## config.mk

```make
export PLATFORM = sky130hd
export DESIGN_NAME = edge_event_recorder
export DESIGN_NICKNAME = d
export VERILOG_FILES = /design/src/rtl/edge_event_recorder.sv
export SDC_FILE = /design/constraint.sdc
export NUM_CORES = 1
export LEC_CHECK = 0
export CAP_MARGIN = 5
export CORE_UTILIZATION = 30
export CTS_CLUSTER_DIAMETER = 60
export CTS_CLUSTER_SIZE = 24
export DETAILED_ROUTE_END_ITERATION = 12
export GPL_ROUTABILITY_DRIVEN = 0
export MAX_ROUTING_LAYER = met4
export SYNTH_ARGS = -nofsm -noshare
export SYNTH_HDL_FRONTEND = slang
export SYNTH_SLANG_ARGS = --single-unit
```

## constraint.sdc

```tcl
create_clock -name clk -period 9.15 [get_ports clk]
set_clock_uncertainty 0.05 [all_clocks]
set_input_delay 2.745 -clock clk [delete_from_list [all_inputs] [get_ports clk]]
set_output_delay 2.745 -clock clk [all_outputs]
set_load 0.005 [all_outputs]
```

## src/rtl/edge_event_recorder.sv

```systemverilog
// Samples four control signals every clock and queues each change of the sampled
// value as a timestamped event, drained through a valid/ready port.
module edge_event_recorder #(
    parameter int unsigned DEPTH    = 8,
    parameter int unsigned TS_WIDTH = 16
) (
    input  logic                    clk,
    input  logic                    rst,
    input  logic                    varA,
    input  logic                    varB,
    input  logic                    varC,
    input  logic                    varD,
    output logic                    evt_valid,
    input  logic                    evt_ready,
    output logic [TS_WIDTH-1:0]     evt_ts,
    output logic [3:0]              evt_value,
    output logic [3:0]              evt_diff,
    output logic [$clog2(DEPTH):0]  evt_count,
    output logic                    overflow,
    output logic [7:0]              drop_count
);

    localparam int unsigned PTR_W = $clog2(DEPTH);
    localparam int unsigned CNT_W = PTR_W + 1;

    typedef struct packed {
        logic [TS_WIDTH-1:0] ts;
        logic [3:0]          value;
        logic [3:0]          diff;
    } entry_t;

    logic [3:0]          sampleNow;
    logic [3:0]          sampleQ;
    logic [3:0]          prevQ;
    logic                armed;
    logic [TS_WIDTH-1:0] tsQ;
    logic [TS_WIDTH-1:0] sampleTsQ;

    entry_t              mem [DEPTH];
    entry_t              newEntry;
    entry_t              head;
    logic [CNT_W-1:0]    wrPtr;
    logic [CNT_W-1:0]    rdPtr;
    logic [CNT_W-1:0]    countQ;
    logic [CNT_W-1:0]    countNext;
    logic                evtValidQ;
    logic                overflowQ;
    logic [7:0]          dropCountQ;

    logic                evtHit;
    logic                isFull;
    logic                doPop;
    logic                doPush;
    logic                doDrop;

    assign sampleNow = {varD, varC, varB, varA};

    // Sampling front end; while unarmed the first sample seeds prevQ so it cannot raise an event.
    always_ff @(posedge clk or posedge rst) begin
        if (rst) begin
            sampleQ   <= '0;
            prevQ     <= '0;
            armed     <= 1'b0;
            tsQ       <= '0;
            sampleTsQ <= '0;
        end else begin
            sampleQ   <= sampleNow;
            prevQ     <= armed ? sampleQ : sampleNow;
            armed     <= 1'b1;
            tsQ       <= tsQ + TS_WIDTH'(1);
            sampleTsQ <= tsQ;
        end
    end

    // Event detection and FIFO push/pop/drop decisions.
    always_comb begin
        evtHit         = armed && (sampleQ != prevQ);
        isFull         = (countQ == CNT_W'(DEPTH));
        doPop          = evtValidQ && evt_ready;
        doPush         = evtHit && (!isFull || doPop);
        doDrop         = evtHit && isFull && !doPop;
        newEntry.ts    = sampleTsQ;
        newEntry.value = sampleQ;
        newEntry.diff  = sampleQ ^ prevQ;
    end

    always_comb begin
        countNext = countQ;
        if (doPush && !doPop) begin
            countNext = countQ + CNT_W'(1);
        end else if (!doPush && doPop) begin
            countNext = countQ - CNT_W'(1);
        end
    end

    // Event storage; cleared on reset so the head outputs read zero when empty after reset.
    always_ff @(posedge clk or posedge rst) begin
        if (rst) begin
            for (int unsigned i = 0; i < DEPTH; i++) begin
                mem[i] <= '0;
            end
        end else if (doPush) begin
            mem[wrPtr[PTR_W-1:0]] <= newEntry;
        end
    end

    always_ff @(posedge clk or posedge rst) begin
        if (rst) begin
            wrPtr      <= '0;
            rdPtr      <= '0;
            countQ     <= '0;
            evtValidQ  <= 1'b0;
            overflowQ  <= 1'b0;
            dropCountQ <= '0;
        end else begin
            if (doPush) begin
                wrPtr <= wrPtr + CNT_W'(1);
            end
            if (doPop) begin
                rdPtr <= rdPtr + CNT_W'(1);
            end
            countQ    <= countNext;
            evtValidQ <= (countNext != '0);
            if (doDrop) begin
                overflowQ <= 1'b1;
                if (dropCountQ != 8'hFF) begin
                    dropCountQ <= dropCountQ + 8'd1;
                end
            end
        end
    end

    assign head       = mem[rdPtr[PTR_W-1:0]];
    assign evt_valid  = evtValidQ;
    assign evt_ts     = head.ts;
    assign evt_value  = head.value;
    assign evt_diff   = head.diff;
    assign evt_count  = countQ;
    assign overflow   = overflowQ;
    assign drop_count = dropCountQ;

endmodule

```

Word-level counts from Yosys, hierarchy flattened
Cells that the tools add are included.
Widths: inputs -> output; s select.
- register bits after elaboration: 255
- latch bits: 0
- RAM bits: 0
- ROM bits: 0
- input bits: 7
- output and inout port bits: 38
- memories kept: 0
- add/sub/neg operators: 6
- $mul: 0
- div/mod/pow operators: 0
- $lt $le $gt $ge: 3
- equality and inequality tests: 3
- shift-type cells: 0
- muxes and demuxes: 9
- bitwise operators: 3
- reductions and logical operators: 14
- operator list (cell ; count):
    $bwmux 192 ; 1
    $bmux 24 s3 ; 1
    $demux 24 s3 ; 1
    $mux 24 ; 3
    $add 16x1->16 const B ; 1
    $add 4x1->4 const B ; 3
    $mux 4 ; 3
    $add 8x1->8 const B ; 1
    $ge 4x4->1 const B ; 2
    $logic_and 1x1->1 ; 8
    $ne 8x8->1 const B ; 1
    $not 3->4 ; 2
    $eq 4x4->1 const B ; 1
    $lt 4x1->1 const B ; 1
    $ne 4x4->1 ; 1
    $reduce_bool 4->1 ; 1
    $sub 4x1->4 const B ; 1
    $xor 4x4->4 ; 1
    $logic_not 1->1 ; 3
    $reduce_and 2->1 ; 1
    $logic_or 1x1->1 ; 1

Logic depth before layout (Yosys ltp)
- word-level depth: 9
- mapped depth: 8
- mapped depth without buffers: 7

Least setup slack after synthesis
OpenSTA, ideal clock, no wires.
- kind: reg2out
- start: register rdPtr[0]
- end: output evt_diff[0]
- data arrival time: 1.984 ns
- required time: 6.355 ns
- path slack: 4.371 ns
- stages on the path, launching flop included: 6
- path buffers: 3
- cells stage by stage: dfrtp_1 clkbuf_1 buf_1 clkbuf_1 mux4_2 mux2_2
- longest elaborated chain between the ends: 4
- ends and longest elaborated chain (element ; line ; text):
    from (decl) ; 43 ; logic [CNT_W-1:0] rdPtr;
    from (signal assigned) ; 120 ; rdPtr <= rdPtr + CNT_W'(1);
    $not 3->4 (not written as such) ; 133 ; assign head = mem[rdPtr[PTR_W-1:0]];
    $bmux 24 s3 ; 133 ;
    $mux 24 (not written as such) (2 in a row) ; 133 ;
    to (decl) ; 17 ; output logic [3:0] evt_diff,
No other way between the ends. The select of a mux whose other input is x is not followed.

Final worst setup path
- start: register rdPtr[0]
- end: output evt_ts[15]
- longest elaborated chain between the ends: 4
- ends and longest elaborated chain (element ; line ; text):
    $not 3->4 (not written as such) ; 133 ;
    $bmux 24 s3 ; 133 ;
    $mux 24 (not written as such) (2 in a row) ; 133 ;
    to (decl) ; 15 ; output logic [TS_WIDTH-1:0] evt_ts,
No other way between the ends. The select of a mux whose other input is x is not followed.

==> impl_metrics.py <==
metrics = {
    "finish": {
        "fin_area_sq_um": 12800,
        "final_common_cell": "dfrtp_1",
        "final_cell_mix": "dfrtp_1, mux2_1, mux4_2",
        "drive_gt1_share_pct": 19.9,
        "area_delta_synth_final_pct": 15.9,
        "layout.nets": 737,
        "final_core_util_pct": 35.6,
        "insertedDiodeCount": 0,
    },
    "floorplan": {
        "die_h_um": 194,
        "initial_core_util_pct": 30.7,
        "core_area_sq_um": 35900,
        "die_w_um": 194,
        "die_area_sq_um": 37600,
        "fp-row-count": 69,
        "ios": 45,
    },
    "clock_network": {
        "cts_root_buffer": "clkbuf_16",
        "postCtsHoldBufs": 0,
        "ctsResizeCount": 0,
        "clock_latency_ps": 520,
        "cts_made_buffers": 23,
        "clkTransAtPathRegs_ps": 80,
        "clkSinkCount": 253,
        "cts_tree": "built",
        "cts_setup_buffers": 0,
        "h-tree-depth": 1,
        "cts_buffer_depth": 3,
    },
    "logic_synthesis": {
        "synth_compound_area_share_pct": 0.906,
        "muxShareOfSynthArea_pct": 32.4,
        "synth_nets": 696,
        "synth_edf_count": 0,
        "ys.warnings.count": 0,
        "syn_area_sq_um": 11000,
        "postSynthCellCount": 683,
        "synth_fa_ha_area_share_pct": 0.680,
        "synth_xor_area_share_pct": 2.73,
        "synth_top_family_by_area": "multiplexers",
        "ys_seq_area_share_pct": 57.3,
        "async_flop_share_pct": 100,
        "synthSimpleGateAreaFrac_pct": 4.03,
        "synth_cell_types": 40,
        "ys_seq_elements": 253,
        "syn_area_per_cell_sq_um": 16.2,
        "ys.flop_type": "dfrtp_1",
    },
    "worst_setup_path": {
        "startpoint": "rdPtr[0]",
        "critical_path_class": "flop to primary output",
        "cp.buffers_inverters": 1,
        "crit_chain": "mux4_2, mux2_2, clkdlybuf4s50_1",
        "r2r-start": "sampleQ[1]",
        "worst_path_max_delay_cell": "dfrtp_4",
        "cpLargestDelayFamily": "flip-flops",
        "critPathMaxStageDelay_ps": 1100,
        "critPathMaxFanout": 50,
        "start_kind": "flop",
        "critical_path_required_ps": 6360,
        "worst_setup_path_end_kind": "primary output",
        "arrival_ps": 3080,
    },
    "status": {
        "outcome": "finished, final reports clean",
    },
    "timing": {
        "fmax_mhz": 170,
        "period_share_pct": 64.2,
        "fin_ws_ps": 3270,
        "finalSetupViolations": 0,
        "finalHoldViolCount": 0,
        "grt_setup_unrepaired": "no",
        "worstMarginPinSlew_ps": 1100,
        "max-slew-margin-rel_pct": 26.6,
        "period_needed_ps": 5880,
        "tns_ps": 0,
        "slew_violations": 0,
    },
    "grt": {
        "grt_overflow": 0,
        "grt_use_total_pct": 12.4,
        "grt_pass1_vias": 6167,
        "grt_max_degree": 187,
        "antenna_found_initial": 0,
        "grt_pass1_wl_mm": 36.1,
    },
    "drt": {
        "remaining_drc_errors": 0,
        "wl_per_cell_um": 18.1,
        "routed_wirelength_mm": 21.8,
        "via_per_inst": 4.77,
        "ant_nets": 0,
        "drtPass1Iterations": 4,
        "drt_iter0_drc": 283,
        "vias": 5733,
    },
    "power_and_ir_drop": {
        "pwr_density_cell_nw_per_um2": 297,
        "power_leakage_nw": 5.68,
        "vdd_drop_max_mv": 0.149,
    },
    "place": {
        "dpl_worst_slack_ps": 3440,
        "dp_hpwl_mm": 12.8,
        "port_buffers": 44,
        "place_area_sq_um": 12000,
    },
    "worst_hold_path": {
        "min_from": "tsQ[15]",
        "hp-class": "flop to flop",
    },
    "run": {
        "drv_cap": 0,
    },
}
-- cells in the mapped netlist (2+ instances only) --
cell type | instances | area [sq um]
dfrtp_1 | 253 | 6330
mux2_1 | 192 | 2160
mux4_2 | 48 | 1080
mux2_2 | 29 | 327
nand2_1 | 21 | 78.8
xnor2_1 | 21 | 184
buf_2 | 15 | 75.1
clkbuf_1 | 10 | 37.5
nand4_1 | 10 | 62.6
nand3_1 | 9 | 45.0
buf_1 | 7 | 26.3
buf_4 | 7 | 52.6
ha_1 | 6 | 75.1
xor2_1 | 6 | 52.6
and3_1 | 5 | 31.3
nor2_1 | 5 | 18.8
and4_1 | 4 | 35.0
inv_1 | 4 | 15.0
xor2_2 | 4 | 65.1
and2_1 | 2 | 12.5
nand4b_2 | 2 | 30.0
nor4b_4 | 2 | 47.6
o21ai_0 | 2 | 10.0
o21ai_1 | 2 | 10.0
or3_1 | 2 | 12.5
-- worst reg2reg max path: stages, from the launching register on --
cell and delay (ps):
dfrtp_1 570, xor2_2 480, o41ai_2 180, buf_4 200, a21oi_2 300, nand4b_2 920, mux2_1 680
-- routing by layer --
layer	track usage (%)	routed length, um	up-vias
met3	1.55	460	24
met4	3.00	329	0
met1	16.9	10500	3071
met5	-	0	-
met2	19.7	10500	45
li1	-	-	2593
-- power by group --
group          switching (W)  total, W  leakage (nW)  internal [W]
combinational       0.000424   0.00111          2.05      0.000684
clock               0.000461   0.00104         0.402      0.000579
sequential          0.000256   0.00166          3.23       0.00140
total                0.00114   0.00380          5.68       0.00266
-- area by class of cell --
cell class,instances,area (sq um)
clock buffer,25,593
sequential,253,6340
timing repair buffer,55,536
fill,3417,23100
tap,461,577
multi-input combinational,387,4510
inverter,4,18.8
clock inverter,16,229
-- metrics by stage --
step                      total power (W)  hold slack (ps)  cells
after detailed placement          0.00282              331   1160
final                             0.00380              346   1201
after CTS                         0.00388              348   1201
after floorplan                   0.00238              323    683
after global routing              0.00403              352   1201
after global placement            0.00279              336   1160
-- logic make-up (layout without fill, tap and decap cells) --
group	after synthesis	after routing
muxes	270	270
DFF	253	253
and+or+nand+nor	68	68
buffers and inverters	43	100
xor gates and xnor gates	31	31
AOI/OAI and AO/OA	11	11
adders and majority gates	6	6
other	1	1
-- final timing paths --
path	end	slack, ps	cells after the start
max	evt_ts[15]	3270	3
min	sampleTsQ[15]	350	0
max reg2reg	mem[37]	5640	6
min reg2reg	sampleTsQ[15]	350	0
max in group asynchronous	mem[33]	5420	3
min in group asynchronous	mem[145]	2750	3
-- flip-flops by register name, summed over array words and instances (netlist names), 3 cells and up --
| name | cells |
|---|---|
| drop_count | 8 |
| evt_count | 4 |
| mem | 192 |
| prevQ | 4 |
| rdPtr | 3 |
| sampleQ | 4 |
| sampleTsQ | 16 |
| tsQ | 16 |
| wrPtr | 3 |
(Power assumes the default switching activity.)
